[config.mk]
export PLATFORM = sky130hd
export DESIGN_NAME = alu_pipe
export DESIGN_NICKNAME = d
export VERILOG_FILES = /design/src/rtl/alu_pipe.sv
export SDC_FILE = /design/constraint.sdc
export NUM_CORES = 1
export LEC_CHECK = 0
export CAP_MARGIN = 40
export CORE_AREA = 2 2 51 53
export DETAILED_ROUTE_END_ITERATION = 16
export DIE_AREA = 0 0 53 55
export DONT_BUFFER_PORTS = 1
export PLACE_DENSITY_LB_ADDON = 0.12
export SYNTH_ARGS = -nofsm -noshare
export SYNTH_HDL_FRONTEND = slang
export SYNTH_SLANG_ARGS = --single-unit
[constraint.sdc]
create_clock -name i_clk -period 5.19 [get_ports i_clk]
set_input_delay 1.038 -clock i_clk [delete_from_list [all_inputs] [get_ports i_clk]]
set_output_delay 1.038 -clock i_clk [all_outputs]
set_load 0.05 [all_outputs]
[src/rtl/alu_pipe.sv]
// alu_pipe: two-stage pipelined ALU with a valid/ready handshake on both sides.
// Define ALU_OVF_STICKY_EN to add the sticky overflow flag (o_ovf_sticky / i_ovf_clr).
module alu_pipe #(
    parameter int WIDTH = 4
) (
    input  logic             i_clk,
    input  logic             i_rst_n,
    input  logic             i_in_valid,
    output logic             o_in_ready,
    input  logic [WIDTH-1:0] i_a,
    input  logic [WIDTH-1:0] i_b,
    input  logic [2:0]       i_op,
    output logic             o_out_valid,
    input  logic             i_out_ready,
    output logic [WIDTH-1:0] o_result,
    output logic             o_carry,
    output logic             o_overflow,
    output logic             o_zero
`ifdef ALU_OVF_STICKY_EN
    ,
    output logic             o_ovf_sticky,
    input  logic             i_ovf_clr
`endif
);

    typedef enum logic [2:0] {
        OP_ADD = 3'b000,
        OP_SUB = 3'b001,
        OP_NOT = 3'b010,
        OP_AND = 3'b011,
        OP_OR  = 3'b100,
        OP_XOR = 3'b101,
        OP_SLT = 3'b110,
        OP_EQ  = 3'b111
    } op_e;

    logic             r_s1_valid;
    logic [WIDTH-1:0] r_s1_a;
    logic [WIDTH-1:0] r_s1_bc;
    logic             r_s1_cin;
    op_e              r_s1_op;

    logic             r_out_valid;
    logic [WIDTH-1:0] r_result;
    logic             r_carry;
    logic             r_overflow;
    logic             r_zero;

    op_e              w_op;
    logic             w_adv2;
    logic             w_in_fire;
    logic             w_b_inv;
    logic [WIDTH:0]   w_sum;
    logic             w_add_ovf;
    logic [WIDTH-1:0] w_result;
    logic             w_carry;
    logic             w_ovf;

    assign w_op       = op_e'(i_op);
    assign w_adv2     = !r_out_valid || i_out_ready;
    assign o_in_ready = !r_s1_valid || w_adv2;
    assign w_in_fire  = i_in_valid && o_in_ready;

    // Subtract, signed compare and equality all run through the adder as A + ~B + 1.
    assign w_b_inv = (w_op == OP_SUB) || (w_op == OP_SLT) || (w_op == OP_EQ);

    always_ff @(posedge i_clk or negedge i_rst_n) begin
        if (!i_rst_n) begin
            r_s1_valid <= 1'b0;
            r_s1_a     <= '0;
            r_s1_bc    <= '0;
            r_s1_cin   <= 1'b0;
            r_s1_op    <= OP_ADD;
        end else begin
            if (o_in_ready) begin
                r_s1_valid <= i_in_valid;
            end
            if (w_in_fire) begin
                r_s1_a   <= i_a;
                r_s1_bc  <= w_b_inv ? ~i_b : i_b;
                r_s1_cin <= w_b_inv;
                r_s1_op  <= w_op;
            end
        end
    end

    assign w_sum     = {1'b0, r_s1_a} + {1'b0, r_s1_bc} + {{WIDTH{1'b0}}, r_s1_cin};
    assign w_add_ovf = (r_s1_a[WIDTH-1] == r_s1_bc[WIDTH-1]) && (w_sum[WIDTH-1] != r_s1_a[WIDTH-1]);

    always_comb begin
        w_result = '0;
        w_carry  = 1'b0;
        w_ovf    = 1'b0;
        case (r_s1_op)
            OP_ADD, OP_SUB: begin
                w_result = w_sum[WIDTH-1:0];
                w_carry  = w_sum[WIDTH];
                w_ovf    = w_add_ovf;
            end
            OP_NOT:  w_result = ~r_s1_a;
            OP_AND:  w_result = r_s1_a & r_s1_bc;
            OP_OR:   w_result = r_s1_a | r_s1_bc;
            OP_XOR:  w_result = r_s1_a ^ r_s1_bc;
            OP_SLT:  w_result = {{(WIDTH-1){1'b0}}, w_sum[WIDTH-1] ^ w_add_ovf};
            OP_EQ:   w_result = {{(WIDTH-1){1'b0}}, (w_sum[WIDTH-1:0] == '0)};
            default: w_result = '0;
        endcase
    end

    // Stage 2 only reloads when the consumer is not stalling it, so a stalled beat holds stable.
    always_ff @(posedge i_clk or negedge i_rst_n) begin
        if (!i_rst_n) begin
            r_out_valid <= 1'b0;
            r_result    <= '0;
            r_carry     <= 1'b0;
            r_overflow  <= 1'b0;
            r_zero      <= 1'b1;
        end else if (w_adv2) begin
            r_out_valid <= r_s1_valid;
            if (r_s1_valid) begin
                r_result   <= w_result;
                r_carry    <= w_carry;
                r_overflow <= w_ovf;
                r_zero     <= (w_result == '0);
            end
        end
    end

    assign o_out_valid = r_out_valid;
    assign o_result    = r_result;
    assign o_carry     = r_carry;
    assign o_overflow  = r_overflow;
    assign o_zero      = r_zero;

`ifdef ALU_OVF_STICKY_EN
    logic r_ovf_sticky;

    // A set event on the same edge as a clear request takes priority.
    always_ff @(posedge i_clk or negedge i_rst_n) begin
        if (!i_rst_n) begin
            r_ovf_sticky <= 1'b0;
        end else if (r_out_valid && i_out_ready && r_overflow) begin
            r_ovf_sticky <= 1'b1;
        end else if (i_ovf_clr) begin
            r_ovf_sticky <= 1'b0;
        end
    end

    assign o_ovf_sticky = r_ovf_sticky;
`endif

endmodule

# Word level (Yosys, flattened, before mapping)
# Cells that the tools add are included.
[totals]
elab_cells = 47
reg_bits = 21
latch_bits = 0
mem_bits_ro = 0
n_memories = 0
out_inout_bits = 9
ramBits = 0
inputBits = 15
[op_classes]
muxes = 4
multipliers = 0
reduce_logical = 13
n_eq_ne = 12
bitwise = 6
addsub = 2
div_mod_pow = 0
order_cmp = 0
shift = 0
[op_table]
columns = ["operator", "n"]
rows = [
  ["$pmux W4 S7", 1],
  ["$eq A3 B3 Y1 const B", 6],
  ["$logic_not A4 Y1", 2],
  ["$not A4 Y4", 2],
  ["$eq A3 B1 Y1 const B", 2],
  ["$eq A3 B2 Y1 const B", 2],
  ["$add A4 B4 Y5", 1],
  ["$add A5 B1 Y5", 1],
  ["$and A4 B4 Y4", 1],
  ["$logic_or A1 B1 Y1", 4],
  ["$mux W4", 1],
  ["$or A4 B4 Y4", 1],
  ["$xor A4 B4 Y4", 1],
  ["$logic_not A3 Y1", 1],
  ["$logic_and A1 B1 Y1", 2],
  ["$logic_not A1 Y1", 2],
  ["$mux W1", 2],
  ["$reduce_and A2 Y1", 1],
  ["$reduce_or A2 Y1", 1],
  ["$eq A1 B1 Y1", 1],
  ["$ne A1 B1 Y1", 1],
  ["$xor A1 B1 Y1", 1],
]

# Logic depth before layout (Yosys ltp)
# Gate-level depths: netlist (run 1).
[depth]
ltp_word = 7
ltp_mapped = 9

# Worst setup path before layout (run 1)
# No wires, ideal clock.
[synth_timing]
kind = "input to output"
startpoint = "input port i_out_ready"
endpoint = "output port o_in_ready"
arrival_ps = 1527
stages = 1
required_time_ps = 4152
slack_ps = 2625
path_cell_list = "nand3b_1"
[synth_between]
elab_chain_cells = 2
[synth_lines]
columns = ["element", "line", "source"]
rows = [
  ["start: declaration", "14", "input logic i_out_ready,"],
  ["$logic_or A1 B1 Y1", "60", "assign w_adv2 = !r_out_valid || i_out_ready;"],
  ["$logic_or A1 B1 Y1", "61", "assign o_in_ready = !r_s1_valid || w_adv2;"],
  ["end: declaration", "9", "output logic o_in_ready,"],
]
# Every way passes these cells.

# Worst setup path after layout (run 1)
# Ends and elaborated chain as after synthesis.

==> results of run 1 <==
## through the flow
stage	instance area [µm²]	setup WS, ps	power (mW)
global route	1369	2556	0.6085
finish	1369	2615	0.5663
floorplan	1339	2625	0.4611
CTS	1369	2605	0.5719
global placement	1343	2513	0.4869
detailed placement	1343	2493	0.4949
## cell type report
cell class | instances | area (µm²) | area share (%)
Inverter | 10 | 37.54 | 2.742
Tap cell | 30 | 37.54 | 2.742
Clock buffer | 4 | 26.28 | 1.920
Multi-Input combinational cell | 98 | 740.7 | 54.11
Sequential cell | 21 | 526.8 | 38.48
## worst register-to-register path: cells and delay by family, from the launching register on
family / cells / cell delay [ps]
buffers and inverters: 2 / 180
and+or+nand+nor: 2 / 260
AOI/OAI and AO/OA: 3 / 650
adders and majority gates: 2 / 880
DFF: 1 / 400
## cells by family after synthesis
logic type / after synthesis / share of synthesized area (%)
simple gates: 39 / 15.05
compound gates: 34 / 18.51
flops: 21 / 39.35
buf+inv: 16 / 5.327
fa+ha+maj: 10 / 10.47
mux: 8 / 6.729
xor+xnor: 7 / 4.580
## layout by cell type, fill, tap and decap left out, drive strengths merged, types with 8 or more instances in the layout
cell	instances
mux2	8
inv	10
a21oi	11
o21ai	9
nand2	13
dfrtp	20
nor2	10
ha	8
## worst max path at each step
stage                                  end                     from
global route                    o_in_ready  o_out_valid$_DFFE_PN0P_
detailed placement  r_s1_op[2]$_DFFE_PN0P_              i_out_ready
CTS                             o_in_ready  o_out_valid$_DFFE_PN0P_
global placement     r_s1_a[1]$_DFFE_PN0P_              i_out_ready
floorplan                       o_in_ready              i_out_ready
finish                          o_in_ready              i_out_ready
## state kept, by name, indices dropped and copies added, names as in the netlist
signal	count
o_carry	1
o_out_valid	1
o_overflow	1
o_result	4
o_zero	1
r_s1_a	4
r_s1_bc	4
r_s1_cin	1
r_s1_op	3
r_s1_valid	1
## power by group
group	switching [mW]	internal, mW	total (mW)	leakage, nW
logic	0.0940	0.0929	0.187	0.340
clock network	0.0461	0.0299	0.0760	0.0150
registers	0.105	0.198	0.303	0.252
total	0.245	0.321	0.566	0.607
## per-layer routing
metal	part of all wire (%)	up-vias	GRT usage [%]	wire (µm)
met5	0	-	0	0
met4	0.83	0	5.128	19
met3	4.1	2	3.226	95
met2	51	20	30.83	1167
met1	44	439	24.91	1019
li1	-	462	-	-
==> impl_metrics.env, run 1 <==
export IMPL_status="complete, no violations"
export IMPL_io_pins=24
export IMPL_die_area_um2=2915
export IMPL_clk_pin_slew_ps=110
export IMPL_first_pass_iters=4
export IMPL_yosys_warnings=0
export IMPL_synth_top_area_share_pct=37.38
export IMPL_grt_pass1_vias=894
export IMPL_routedWlPerCell_um=14.12
export IMPL_timing_rr_start="r_s1_a[0]$_DFFE_PN0P_"
export IMPL_synth_async_reset_ratio_pct=100.0
export IMPL_fillCellCount=232
export IMPL_die_w_um=53
export IMPL_critPathLaunchType="primary input"
export IMPL_post_synth_cell_area_avg_um2=9.917
export IMPL_cp_data_arrival_time_ps=1540
export IMPL_post_cts_resized=0
export IMPL_clk_latency_ps=300
export IMPL_period_minus_slack_ps=2575
export IMPL_max_stage_delay_ps=500
export IMPL_ys_ff_latch=21
export IMPL_slew_headroom_pct=60.19
export IMPL_critPathKind="in2out"
export IMPL_dp_hpwl_mm=1.839
export IMPL_utilization_pct=57.88
export IMPL_syn_inst=135
export IMPL_drive_gt1_share_pct=12.78
export IMPL_cp_slowest_cell="nand3b_1"
export IMPL_power_density_nw_per_um2=413.7
export IMPL_fp_dieH_um=55
export IMPL_synthTopCellsByCount="dfrtp_1 (20), nand2_1 (13), a21oi_1 (10), inv_1 (10), nor2_1 (10)"
export IMPL_syn_nets=160
export IMPL_ys_top_cells_by_area="dfrtp_1 (37%), ha_1 (7.5%), mux2_2 (5.9%), a21oi_1 (3.7%), nand2_1 (3.6%)"
export IMPL_nets=159
export IMPL_htreeDepth=1
export IMPL_timing_fmax_mhz=388.3
export IMPL_synth_edff_count=0
export IMPL_tightest_slew_ps=595.3
export IMPL_finalCritPeriodShare_pct=49.62
export IMPL_overflow=0
export IMPL_slew_viol_final=0
export IMPL_rows=18
export IMPL_initial_core_util_pct=56.61
export IMPL_setup_tns_ps=0
export IMPL_r2r_worst_path_cells=9
export IMPL_areaGrowthSynthToFinish_pct=2.243
export IMPL_grt_antenna_before_repair=0
export IMPL_rsz0062_at_grt="no"
export IMPL_grt_max_degree=22
export IMPL_setup_violations=0
export IMPL_cts_root_buf="clkbuf_4"
export IMPL_yosysMostFrequentCell="dfrtp_1"
export IMPL_synth_distinct_cells=42
export IMPL_synth_ff_type="dfrtp_1"
export IMPL_coreArea_um2=2365
export IMPL_finalHoldViolCount=0
export IMPL_drc=0
export IMPL_cp_required_ps=4150
export IMPL_power_leakage_nw=0.6071
export IMPL_cts_tree="built"
export IMPL_ys_seq_area_share_pct=39.35
export IMPL_ant_nets=0
export IMPL_synth_area_um2=1339
export IMPL_path_depth=1
export IMPL_finalClockSkew_ps=2.619
export IMPL_cts_sinks=21
export IMPL_cap_violations=0
export IMPL_hold_buffers=0
export IMPL_cp_end_kind="primary output"
export IMPL_yosysTopAreaCell="dfrtp_1"
export IMPL_crit_buf_inv=0
export IMPL_routed_wirelength_mm=2.301
export IMPL_crit_chain="nand3b_1"
export IMPL_hold_slack_ps=418.6
export IMPL_cts_buffer_depth=2
export IMPL_gp_congestion=0.8528
export IMPL_finalNonFillerCells=163
export IMPL_rrSetupSlack_ps=2760
export IMPL_cp_max_fo=3
export IMPL_drt_iter0_drc=19
export IMPL_via_per_inst=5.663
export IMPL_vdd_drop_max_mv=0.3122
export IMPL_post_cts_buffers=0
export IMPL_gr_usage_all_layers_pct=18.49
export IMPL_vias=923
export IMPL_dp_cells=159
export IMPL_cts_made_buffers=3
export IMPL_port_buffer_count=0
export IMPL_grt_pass1_wl_mm=3.926
export IMPL_antenna_cells=0
export IMPL_hold_path_class="in2async"
export IMPL_worstReg2RegEnd="o_zero$_DFFE_PN1P_"
export IMPL_cp_top_family="simple AND/OR/NAND/NOR gates"
Note: power is estimated with default switching activity, not from simulation.
==> inputs of run 2 (changes only) <==
--- a/config.mk
+++ b/config.mk
@@ -6,9 +6,9 @@
 export NUM_CORES = 1
 export LEC_CHECK = 0
 export CAP_MARGIN = 40
-export CORE_AREA = 2 2 51 53
+export CORE_AREA = 2 2 52 54
 export DETAILED_ROUTE_END_ITERATION = 16
-export DIE_AREA = 0 0 53 55
+export DIE_AREA = 0 0 54 56
 export DONT_BUFFER_PORTS = 1
 export PLACE_DENSITY_LB_ADDON = 0.12
 export SYNTH_ARGS = -nofsm -noshare
==> constraint.sdc (replaced) <==
create_clock -name i_clk -period 2.3 [get_ports i_clk]
set_input_delay 0.46 -clock i_clk [delete_from_list [all_inputs] [get_ports i_clk]]
set_output_delay 0.46 -clock i_clk [all_outputs]
set_load 0.05 [all_outputs]
==> run 2 against run 1 <==
Via count grew 3.6%. The run now ends with setup timing left. Largest power group unchanged. Design area grew 6.4%. Largest cell class unchanged. Critical path type is now reg2reg. Clock-buffer cell count is the same.
==> impl_metrics.env, run 2 (synthesis results as in run 1) <==
export IMPL_status="finished with violations"
export IMPL_violations="setup timing"
export IMPL_finalCritPeriodShare_pct=100.4
export IMPL_initial_core_util_pct=55.04
export IMPL_cts_buffer_depth=2
export IMPL_holdPathEnd="r_s1_valid$_DFFE_PN0N_"
export IMPL_overflow=0
export IMPL_clk_pin_slew_ps=110
export IMPL_cp_required_ps=2540
export IMPL_hold_start="i_in_valid"
export IMPL_finalClockSkew_ps=1.742
export IMPL_r2r_worst_path_cells=9
export IMPL_io_pins=24
export IMPL_place_ws_ps=-72.97
export IMPL_use_met2_pct=29.09
export IMPL_via_per_inst=5.558
export IMPL_grt_antenna_before_repair=0
export IMPL_fillCellCount=207
export IMPL_setup_slack_ps=-8.561
export IMPL_areaGrowthSynthToFinish_pct=8.785
export IMPL_cp_max_fo=2
export IMPL_drt_iter0_drc=28
export IMPL_slew_viol_final=0
export IMPL_drc=0
export IMPL_cp_slowest_cell="fa_1"
export IMPL_coreArea_um2=2432
export IMPL_power_density_nw_per_um2=917.4
export IMPL_cts_root_buf="clkbuf_4"
export IMPL_antenna_cells=0
export IMPL_ant_nets=0
export IMPL_drive_gt1_share_pct=21.13
export IMPL_cp_data_arrival_time_ps=2550
export IMPL_period_minus_slack_ps=2309
export IMPL_routed_wirelength_mm=2.507
export IMPL_rows=18
export IMPL_crit_chain="inv_2 > fa_2 > inv_2 > fa_1 > nor2b_1 > nand4_1 > o211ai_1 > a311oi_2 > a32o_1"
export IMPL_gr_usage_met3_pct=3.226
export IMPL_cp_top_family="adder cells"
export IMPL_cts_sinks=21
export IMPL_multiInputGateArea_um2=750.7
export IMPL_cap_violations=0
export IMPL_cts_made_buffers=3
export IMPL_max_stage_delay_ps=420
export IMPL_met1_usage_pct=25.04
export IMPL_cts_tree="built"
export IMPL_port_buffer_count=0
export IMPL_hold_path_class="in2reg"
export IMPL_final_common_cell="dfrtp_1"
export IMPL_tightest_slew_ps=549.8
export IMPL_finalHoldViolCount=0
export IMPL_cp_common_cell="inv_2"
export IMPL_grt_pass1_wl_mm=4.229
export IMPL_rsz0062_at_grt="yes"
export IMPL_layout_common_cells="dfrtp_1 (20), nand2_1 (13), a21oi_1 (10), nor2_1 (10), ha_1 (8)"
export IMPL_fp_dieH_um=56
export IMPL_critPathKind="reg2reg"
export IMPL_nets=168
export IMPL_placed_area_um2=1365
export IMPL_grt_pass1_vias=982
export IMPL_setup_violations=1
export IMPL_timing_fmax_mhz=433.2
export IMPL_power_leakage_nw=0.6537
export IMPL_slew_headroom_pct=63.35
export IMPL_gp_congestion=0.8969
export IMPL_gr_usage_all_layers_pct=18.58
export IMPL_regArea_um2=526.8
export IMPL_worstReg2RegEnd="o_zero$_DFFE_PN1P_"
export IMPL_timing_rr_start="r_s1_bc[0]$_DFFE_PN0P_"
export IMPL_grt_busiest_layer="met2"
export IMPL_first_pass_iters=4
export IMPL_die_area_um2=3024
export IMPL_vias=956
export IMPL_rrSetupSlack_ps=-9
export IMPL_critPathLaunchType="flip-flop"
export IMPL_cp_end_kind="flip-flop"
export IMPL_vdd_drop_max_mv=0.5835
export IMPL_crit_buf_inv=2
export IMPL_htreeDepth=1
export IMPL_routedWlPerCell_um=14.58
export IMPL_die_w_um=54
export IMPL_final_cell_area_um2=1456
export IMPL_clk_latency_ps=300
export IMPL_hold_depth=1
export IMPL_dp_hpwl_mm=1.886
export IMPL_grt_max_degree=22
run 2: cell types whose count changed in the layout (fill, tap and decap cells not counted):
cell and delta:
buf_4 +7, inv_1 -3, inv_2 +3, buf_8 +1, dlygate4sd3_1 +1, fa_1 -1
fa_2 +1, xnor2_1 -1, xnor2_2 +1
run 2: worst max path at each step:
stage | startpoint | end | slack, ps | cells after the start
2_1_floorplan | r_s1_a[0]$_DFFE_PN0P_ | o_zero$_DFFE_PN1P_ | 100 | 9
3_3_place_gp | r_s1_bc[0]$_DFFE_PN0P_ | o_zero$_DFFE_PN1P_ | 30 | 9
3_5_place_dp | r_s1_bc[0]$_DFFE_PN0P_ | o_zero$_DFFE_PN1P_ | -70 | 9
4_1_cts | r_s1_cin$_DFFE_PN0P_ | o_zero$_DFFE_PN1P_ | -10 | 9
5_1_grt | r_s1_bc[0]$_DFFE_PN0P_ | o_zero$_DFFE_PN1P_ | -140 | 9
6_report | r_s1_bc[0]$_DFFE_PN0P_ | o_zero$_DFFE_PN1P_ | -9 | 9
run 2: metal layers:
metal  wire length [µm]  up-vias
li1                   -      482
met1               1170      452
met2               1210       18
met3                 95        4
met4                 29        0
met5                  0        -
run 2: what timing repair did:
action / in CTS / in global routing
pin swaps: 6 / 5
buffers inserted: 2 / 2
endpoints found under the setup margin: 1 / 2
hold endpoints to repair: 21 / 0
gates resized for setup: 4 / 1
hold buffers: 1 / 0
run 2: report_power, final:
part           leakage [nW]  internal [mW]  total, mW  switching, mW
Clock                0.0150         0.0676      0.173          0.106
Sequential            0.252          0.447      0.684          0.237
Combinational         0.387          0.242      0.478          0.237
Total                 0.654          0.756       1.34          0.580
run 2: area by class of cell:
cell class	instances	share of cell area, %
inverters	10	2.577
flip-flops and latches	21	36.17
well taps	30	2.577
clock buffers	4	1.804
multi-input cells	98	51.55
repair buffers	9	5.326
run 2: per-stage QoR:
step	setup TNS (ps)	util [%]	instances	total power [mW]	hold slack, ps
floorplan	0	-	135	1.040	164.4
global placement	0	56.12	162	1.108	164.9
detailed placement	-72.97	56.12	162	1.125	164.9
CTS	-12.49	58.64	169	1.333	249.4
global route	-176.6	59.88	172	1.435	258.1
finish	-8.561	59.88	172	1.336	259.9
run 2: worst register-to-register path, cell delays in order (launching register included):
cell	delay (ps)
dfrtp_1	380
inv_2	60
fa_2	400
inv_2	70
fa_1	420
nor2b_1	120
nand4_1	140
o211ai_1	240
a311oi_2	140
a32o_1	290
==> inputs of run 3 (changes only) <==
--- a/config.mk
+++ b/config.mk
@@ -10,7 +10,7 @@
 export DETAILED_ROUTE_END_ITERATION = 16
 export DIE_AREA = 0 0 54 56
 export DONT_BUFFER_PORTS = 1
-export PLACE_DENSITY_LB_ADDON = 0.12
+export PLACE_DENSITY = 0.85
 export SYNTH_ARGS = -nofsm -noshare
 export SYNTH_HDL_FRONTEND = slang
 export SYNTH_SLANG_ARGS = --single-unit
==> run 3 against run 2 <==
The flow still finishes with violations (setup timing). Global-route usage is 0.68 points lower. Fmax is 0.31% higher. Utilization is 0.41 points higher. Power is 1.1% higher. Routed wire length is 1.9% lower. Via count is 0.63% higher. Critical path depth stayed put. Clock skew hardly changed. Die area stayed put. Design area is 0.69% higher. Highest routed layer unchanged.
==> impl_metrics.env, run 3 (synthesis results as in run 1) <==
export IMPL_status="finished with violations"
export IMPL_violations="setup timing"
export IMPL_gr_usage_all_layers_pct=17.90
export IMPL_rows=18
export IMPL_cap_violations=0
export IMPL_routed_wirelength_mm=2.459
export IMPL_cts_tree="built"
export IMPL_cp_data_arrival_time_ps=2550
export IMPL_layout_common_cells="dfrtp_1 (20), nand2_1 (13), a21oi_1 (10), nor2_1 (10)"
export IMPL_gp_congestion=0.8904
export IMPL_period_minus_slack_ps=2301
export IMPL_die_w_um=54
export IMPL_die_area_um2=3024
export IMPL_power_switching_uw=581.8
export IMPL_fp_dieH_um=56
export IMPL_io_pins=24
export IMPL_grt_max_degree=22
export IMPL_drc=0
export IMPL_multiInputGateArea_um2=753.2
export IMPL_first_pass_iters=4
export IMPL_utilization_pct=60.29
export IMPL_cts_sinks=21
export IMPL_regArea_um2=526.8
export IMPL_finalCritPeriodShare_pct=100.1
export IMPL_slew_viol_final=0
export IMPL_combPwrFrac_pct=36.5
export IMPL_power_density_nw_per_um2=921.2
export IMPL_pwr_share_clk_pct=12.7
export IMPL_rsz0062_at_grt="yes"
export IMPL_setup_violations=1
export IMPL_dp_hpwl_mm=1.843
export IMPL_antenna_cells=0
export IMPL_setup_tns_ps=-1.361
export IMPL_ant_nets=0
export IMPL_areaGrowthSynthToFinish_pct=9.533
export IMPL_cts_root_buf="clkbuf_4"
export IMPL_clk_latency_ps=300
export IMPL_vdd_drop_max_mv=0.6170
export IMPL_coreArea_um2=2432
export IMPL_power_mw=1.351
export IMPL_finalHoldViolCount=0
export IMPL_vias=962
export IMPL_drt_iter0_drc=20
export IMPL_hold_path_class="in2reg"
export IMPL_finalClockSkew_ps=1.756
export IMPL_slew_headroom_pct=63.12
export IMPL_place_ws_ps=-88.30
export IMPL_cp_required_ps=2550
export IMPL_grt_pass1_vias=900
export IMPL_hold_depth=1
export IMPL_cp_max_fo=2
export IMPL_via_per_inst=5.561
export IMPL_initial_core_util_pct=55.04
export IMPL_cts_made_buffers=3
export IMPL_final_common_cell="dfrtp_1"
export IMPL_overflow=0
export IMPL_htreeDepth=1
export IMPL_r2r_worst_path_cells=9
export IMPL_nets=169
export IMPL_p_int_uw=769.1
export IMPL_routedWlPerCell_um=14.21
export IMPL_grt_pass1_wl_mm=3.926
export IMPL_clk_pin_slew_ps=100
export IMPL_cp_end_kind="flip-flop"
export IMPL_critPathLaunchType="flip-flop"
export IMPL_seqPwrFrac_pct=50.8
export IMPL_setup_slack_ps=-1.361
export IMPL_fillCellCount=206
export IMPL_timing_fmax_mhz=434.5
export IMPL_swShare_pct=43.07
export IMPL_port_buffer_count=0
export IMPL_power_leakage_nw=0.6571
export IMPL_tightest_slew_ps=553.2
export IMPL_critPathKind="reg2reg"
export IMPL_grt_antenna_before_repair=0
export IMPL_cts_buffer_depth=2
export IMPL_drive_gt1_share_pct=23.08
-- run 3: cell types whose count changed in the layout (fill, tap and decap cells not counted), sizes merged --
cell	previous run	this run
buf	8	9
-- run 3: worst max-delay path, cell delays in order (launching register included) --
cell	delay, ps
dfrtp_1	390
inv_2	50
fa_2	390
inv_2	70
fa_2	440
nor2b_1	110
nand4_1	130
o211ai_1	240
a311oi_2	140
a32o_1	280
-- run 3: final cells by class --
type	instances	area share (%)
well taps	30	2.560
repair buffers	10	5.802
inverters	10	2.560
multi-input cells	98	51.37
clock buffers	4	1.792
flip-flops and latches	21	35.92
-- run 3: power groups by stage --
stage	combinational [mW]	sequential, mW	clock [mW]
after floorplan	0.391	0.650	0
after global placement	0.408	0.686	0
after detailed placement	0.425	0.693	0
after CTS	0.461	0.684	0.177
after global routing	0.551	0.701	0.198
final	0.494	0.686	0.171
-- run 3: repair_timing --
action | in CTS | in global routing
endpoints found under the hold margin | 21 | 0
buffers inserted | 2 | 3
setup endpoints to repair | 2 | 2
pin swaps | 5 | 4
gates cloned | 0 | 0
hold buffers | 1 | 0
resized for setup | 6 | 1
-- run 3: worst paths after layout --
check	from	to	slack [ps]
max	r_s1_cin$_DFFE_PN0P_	o_zero$_DFFE_PN1P_	-1
min	i_in_valid	r_s1_valid$_DFFE_PN0N_	260
max reg2reg	r_s1_cin$_DFFE_PN0P_	o_zero$_DFFE_PN1P_	-1
min reg2reg	r_s1_bc[2]$_DFFE_PN0P_	r_s1_bc[2]$_DFFE_PN0P_	530
max in group asynchronous	i_rst_n	o_zero$_DFFE_PN1P_	1270
min in group asynchronous	i_rst_n	o_result[2]$_DFFE_PN0P_	520
-- run 3: routing by layer --
metal | global-route usage (%) | vias to the layer above | wire length (µm)
li1 | - | 484 | -
met2 | 28.05 | 24 | 1207
met5 | 0 | - | 0
met3 | 5.914 | 4 | 148
met4 | 6.786 | 0 | 35
met1 | 22.38 | 450 | 1069
-- run 3: through the flow --
stage / cells / hold WS [ps] / instance area [µm²]
final: 173 / 259.6 / 1466
after detailed placement: 162 / 164.8 / 1365
after global routing: 173 / 239.5 / 1466
after floorplan: 135 / 164.4 / 1339
after CTS: 169 / 252.2 / 1429
after global placement: 162 / 164.8 / 1365
